### src/rtl/xaui_rx_pkg.sv
// Shared types and constants for the XAUI single-lane receive word aligner.
package xaui_rx_pkg;

  typedef enum logic [2:0] {
    LOSS_OF_SYNC,
    CD1,
    CD2,
    CD3,
    SYNC_ACQUIRED
  } rx_state_e;

  localparam int unsigned CG_W      = 10;
  localparam int unsigned COMMA_POS = 6;

  // Comma patterns written oldest bit first (MSB = first bit on the wire).
  localparam logic [6:0] K28P5_COMMA_N = 7'b0011111;
  localparam logic [6:0] K28P5_COMMA_P = 7'b1100000;

  // seq[0] is the oldest bit; reversed so it lines up with the constants above.
  function automatic logic comma_match(input logic [COMMA_POS:0] seq);
    logic [COMMA_POS:0] r;
    for (int unsigned i = 0; i <= COMMA_POS; i++) r[i] = seq[COMMA_POS - i];
    return (r == K28P5_COMMA_N) || (r == K28P5_COMMA_P);
  endfunction

endpackage

### src/rtl/xaui_word_check.sv
// Combinational code-group qualifier: aligned comma detect and bad-word decode.
module xaui_word_check
  import xaui_rx_pkg::*;
(
  input  logic [CG_W-1:0] word,
  input  logic            misalign,
  output logic            is_comma,
  output logic            is_bad
);

  logic [3:0] ones;

  always_comb begin
    ones = '0;
    for (int unsigned i = 0; i < CG_W; i++) ones = ones + 4'(word[i]);
  end

  assign is_comma = comma_match(word[COMMA_POS:0]);
  assign is_bad   = misalign || (ones < 4'd4) || (ones > 4'd6);

endmodule

### src/rtl/xaui_lane_rx_align.sv
// Single-lane XAUI receive aligner: comma hunt, code-group lock, sync FSM and
// aligned word delivery with a one-cycle valid strobe.
module xaui_lane_rx_align
  import xaui_rx_pkg::*;
#(
  parameter int unsigned BAD_LIMIT = 4,
  parameter int unsigned ERR_W     = 16
) (
  input  logic             xaui_clk,
  input  logic             reset,
  input  logic             rx_bit,
  input  logic             rx_en,
  output logic [CG_W-1:0]  rx_word,
  output logic             rx_word_vld,
  output logic             rx_comma,
  output logic             rx_sync,
  output logic [ERR_W-1:0] rx_err_cnt
);

  localparam int unsigned BR_W = $clog2(BAD_LIMIT + 1);

  rx_state_e        st, st_n;
  logic [3:0]       cnt, cnt_n;
  // Nine previous bits; together with the live rx_bit they form the 10-bit window.
  logic [CG_W-2:0]  win, win_n;
  logic [CG_W-1:0]  cur_word, word_n;
  logic             sticky, sticky_n;
  logic             vld_n, comma_n;
  logic [BR_W-1:0]  bad_run, bad_run_n;
  logic [ERR_W-1:0] err_n;
  logic             boundary, comma_det, is_comma, is_bad;

  assign cur_word  = {rx_bit, win};
  assign boundary  = (cnt == 4'(CG_W - 1));
  assign comma_det = comma_match({rx_bit, win[CG_W-2:CG_W-2-(COMMA_POS-1)]});
  assign rx_sync   = (st == SYNC_ACQUIRED);

  xaui_word_check u_check (
    .word     (cur_word),
    .misalign (sticky),
    .is_comma (is_comma),
    .is_bad   (is_bad)
  );

  always_ff @(posedge xaui_clk or posedge reset) begin
    if (reset) begin
      st          <= LOSS_OF_SYNC;
      cnt         <= '0;
      win         <= '0;
      sticky      <= 1'b0;
      bad_run     <= '0;
      rx_err_cnt  <= '0;
      rx_word     <= '0;
      rx_word_vld <= 1'b0;
      rx_comma    <= 1'b0;
    end else begin
      st          <= st_n;
      cnt         <= cnt_n;
      win         <= win_n;
      sticky      <= sticky_n;
      bad_run     <= bad_run_n;
      rx_err_cnt  <= err_n;
      rx_word     <= word_n;
      rx_word_vld <= vld_n;
      rx_comma    <= comma_n;
    end
  end

  always_comb begin
    st_n      = st;
    cnt_n     = cnt;
    win_n     = win;
    sticky_n  = sticky;
    bad_run_n = bad_run;
    err_n     = rx_err_cnt;
    word_n    = rx_word;
    vld_n     = 1'b0;
    comma_n   = 1'b0;
    if (!rx_en) begin
      st_n      = LOSS_OF_SYNC;
      bad_run_n = '0;
      sticky_n  = 1'b0;
    end else begin
      win_n = {rx_bit, win[CG_W-2:1]};
      cnt_n = boundary ? 4'd0 : cnt + 4'd1;
      if (st == LOSS_OF_SYNC) begin
        sticky_n = 1'b0;
        if (comma_det) begin
          cnt_n = 4'(COMMA_POS + 1);
          st_n  = CD1;
        end
      end else if (boundary) begin
        vld_n    = 1'b1;
        word_n   = cur_word;
        comma_n  = is_comma;
        // A comma landing on the boundary cycle is charged to the next word.
        sticky_n = comma_det;
        case (st)
          CD1, CD2, CD3: begin
            if (is_bad) st_n = LOSS_OF_SYNC;
            else if (is_comma) st_n = (st == CD1) ? CD2 : (st == CD2) ? CD3 : SYNC_ACQUIRED;
          end
          SYNC_ACQUIRED: begin
            if (is_bad) begin
              if (rx_err_cnt != '1) err_n = rx_err_cnt + ERR_W'(1);
              if (bad_run + BR_W'(1) == BR_W'(BAD_LIMIT)) begin
                bad_run_n = '0;
                st_n      = LOSS_OF_SYNC;
              end else begin
                bad_run_n = bad_run + BR_W'(1);
              end
            end else begin
              bad_run_n = '0;
            end
          end
          default: st_n = LOSS_OF_SYNC;
        endcase
      end else if (comma_det && (cnt != 4'(COMMA_POS))) begin
        sticky_n = 1'b1;
      end
    end
  end

endmodule

### config.mk
export PLATFORM = sky130hd
export DESIGN_NAME = xaui_lane_rx_align
export DESIGN_NICKNAME = d
export VERILOG_FILES = /design/src/rtl/xaui_rx_pkg.sv /design/src/rtl/xaui_word_check.sv /design/src/rtl/xaui_lane_rx_align.sv
export SDC_FILE = /design/constraint.sdc
export NUM_CORES = 1
export LEC_CHECK = 0
export CAP_MARGIN = 20
export CORE_MARGIN = 2
export CORE_UTILIZATION = 55
export CTS_BUF_LIST = sky130_fd_sc_hd__clkbuf_8
export CTS_CLUSTER_SIZE = 16
export DETAILED_ROUTE_END_ITERATION = 12
export HOLD_SLACK_MARGIN = 0.05
export PLACE_DENSITY = 0.79
export RECOVER_POWER = 50
export REMOVE_ABC_BUFFERS = 1
export SYNTH_ARGS = -nofsm -noshare
export SYNTH_HDL_FRONTEND = slang
export SYNTH_SLANG_ARGS = --single-unit
### constraint.sdc
create_clock -name xaui_clk -period 8.25 [get_ports xaui_clk]
set_input_delay 1.65 -clock xaui_clk [delete_from_list [all_inputs] [get_ports xaui_clk]]
set_output_delay 1.65 -clock xaui_clk [all_outputs]
set_load 0.02 [all_outputs]
==> impl_metrics.csv <==
group,metric,value,unit
clock_network,tritoncts,"built",
floorplanning,row_count,24,
setup_path,worstSetupEndpointType,"flip-flop",
synth,synth_edf_count,0,
detailed_routing,ant_nets,0,
final_layout,final_nets,295,
timing,finalCritPeriodShare,71.7,%
placement,place.gp.congestion,0.805,
synth,synthXorXnorAreaFrac,4.80,%
synth,syn_area_per_cell,10.5,um^2
final_layout,layout-drive-gt1-share,11.2,%
timing,max-slew-margin-rel,10.2,%
pwr,power_density,249,nW/um^2
synth,synth_warnings,0,
global_routing,grt_max_degree,49,
synth,async_reset_ff_share,100,%
synth,synth_area,2560,um^2
floorplanning,dieArea,5210,um^2
placement,dp_hpwl,3.54,mm
synth,synth_compound_area_share,11.4,%
clock_network,path_clk_slew,80,ps
synth,synth_top_family_by_area,"simple AND/OR/NAND/NOR gates",
synth,synth.area.mux_share,7.05,%
final_layout,antennaDiodeCount,0,
placement,portBuffers,32,
timing,max_freq,169,MHz
timing,final-hold-violation-count,0,
pwr,p_leak,0.00137,uW
detailed_routing,first_pass_iters,4,
clock_network,clk_path_buf_depth,2,
synth,yosys_register_bits,48,
detailed_routing,vias,1887,
final_layout,fin_cells,330,
synth,synth-seq-area-share,47.0,%
global_routing,antenna_found_initial,0,
global_routing,overflow,0,
setup_path,cp.required,8490,ps
timing,setup_viol,0,
synth,netlist-cell-type-count,45,
clock_network,cts_buffers,5,
min_path,hp-class,"reg2reg",
clock_network,clkLatencyLatePin,300,ps
final_layout,n_fill_cell,349,
timing,finalCriticalPeriod,5920,ps
global_routing,grt_pass1_wl,8.47,mm
detailed_routing,drc,0,
setup_path,crit_type,"in2reg",
timing,layout_setup_ws,2330,ps
clock_network,root_buffer,"clkbuf_8",
timing,rsz0062_at_grt,"no",
outcome,status,"finished, final reports clean",
timing,tightest_slew,1350,ps
placement,place_inst,321,
clock_network,cts_sinks,48,
flow_run,maxCapViolCount,0,
detailed_routing,viasPerCell,5.72,
floorplanning,die_h,72.2,um
global_routing,grt_pass1_vias,1830,
timing,fin_worst_skew,6.35,ps
placement,place_area,2920,um^2
floorplanning,die_w,72.2,um
final_layout,final_core_util,68.2,%
floorplanning,initial_core_util,57.9,%
floorplanning,ioPinCount,33,
clock_network,hold_buffers,0,
synth,synthAdderAreaFrac,8.61,%
timing,final_max_slew_viol_count,0,
final_layout,fin_area,3010,um^2
placement,dp_worst_setup_slack,2030,ps
timing,tns,0,ps
detailed_routing,routed_wl,4.86,mm
synth,synth_simple_gate_area_share,16.6,%
clock_network,htree_levels,2,
detailed_routing,drt_iter0_drc,91,
setup_path,start_kind,"primary input",
clock_network,postCtsSetupBuffers,0,
pwr,ir_worst_vdd,146,uV
synth,postSynthCellCount,243,
floorplanning,core_area,4410,um^2
setup_path,cp_max_fo,8,
clock_network,cts_resized,0,
synth,ys.flop_type,"dfrtp_1",
final_layout,area.growth.synth_to_final,17.7,%
global_routing,grt_usage,21.0,%
detailed_routing,routedWlPerCell,14.7,um
setup_path,arrival,6160,ps
state kept, by name, indices dropped and copies added, names as in the netlist, 3 cells and up:
signal,cells
bad_run,3
cnt,4
rx_err_cnt,16
rx_word,10
st,3
win,9
cells in the mapped netlist, drive strengths merged (4+ instances only):
master | count | area share (%)
nor2 | 13 | 1.9
fa | 6 | 4.7
nor2b | 4 | 0.98
nand4 | 7 | 1.7
inv | 22 | 3.2
clkbuf | 4 | 0.73
xor2 | 7 | 2.4
nor3 | 8 | 1.6
ha | 8 | 3.9
nand2 | 22 | 3.2
mux2 | 16 | 7.0
a21oi | 8 | 1.6
nand3 | 10 | 2.0
xnor2 | 7 | 2.4
nor4 | 4 | 0.98
dfrtp | 48 | 47
o21ai | 12 | 2.3
cell usage in the layout, fill, tap and decap left out, types with 2 or more instances in the layout:
master,count
dfrtp_1,48
clkdlybuf4s50_1,27
inv_1,23
nand2_1,22
mux2_2,16
nor2_1,13
o21ai_0,12
nand3_1,10
nor3_1,8
a21oi_1,8
ha_1,8
nand4_1,7
xnor2_1,7
xor2_1,7
fa_1,6
clkbuf_8,6
dlygate4sd3_1,5
nor2b_1,4
nor4_1,4
and4_1,3
or2_2,3
o21a_1,2
a31oi_1,2
o211ai_1,2
a32o_1,2
clkbuf_1,2
path summary, 6_finish.rpt:
path	cells past startpoint	slack (ps)	start	endpoint
hold / removal	1	510	bad_run[2]	bad_run[2]
setup / recovery	12	2330	rx_bit	st[1]
hold reg to reg	1	510	bad_run[2]	bad_run[2]
setup reg to reg	12	3560	win[0]	st[1]
min in group asynchronous	2	1970	reset	rx_word[5]
max in group asynchronous	3	4560	reset	rx_err_cnt[0]
per-layer routing:
metal	wire, um	share of wire, %	global-route usage [%]
met5	0	0	0
met4	64	1.3	8.18
met3	202	4.2	4.58
met2	2320	48	33.0
met1	2270	47	28.5
layout make-up:
type / instances / area (um^2) / share of cell area, %
multi-input combinational: 166 / 1240 / 41.2
sequential: 48 / 1200 / 39.9
timing repair buffer: 34 / 328 / 10.9
clock buffer: 6 / 82.6 / 2.74
inverter: 22 / 82.6 / 2.74
tap: 52 / 65.1 / 2.16
clock inverter: 2 / 11.3 / 0.374
power breakdown:
group	switching (uW)	internal (uW)	total, uW
clock	75.4	66.9	142
combinational	151	141	292
sequential	41.8	274	316
total	268	482	751
cells by family after synthesis:
logic type | count (synthesis)
AND/OR/NAND/NOR | 82
flip-flops | 48
AO/OA/AOI/OAI | 40
buffers and inverters | 29
multiplexers | 16
XOR/XNOR | 14
adder cells (fa/ha/maj) | 14
through the flow:
step	power (uW)	hold WS, ps
finish	751	510
global route	806	523
CTS	763	510
detailed placement	618	499
global placement	604	482
floorplan	523	456
worst max-delay path, stage by stage:
cell and delay, ps:
clkdlybuf4s50_1 540, inv_1 80, fa_1 560, fa_1 430, fa_1 490, inv_1 50
fa_1 380, a211o_1 340, a2111oi_4 550, or4b_1 520, a2111oi_2 360, a22o_2 210
Note: power is estimated with default switching activity, not from simulation.
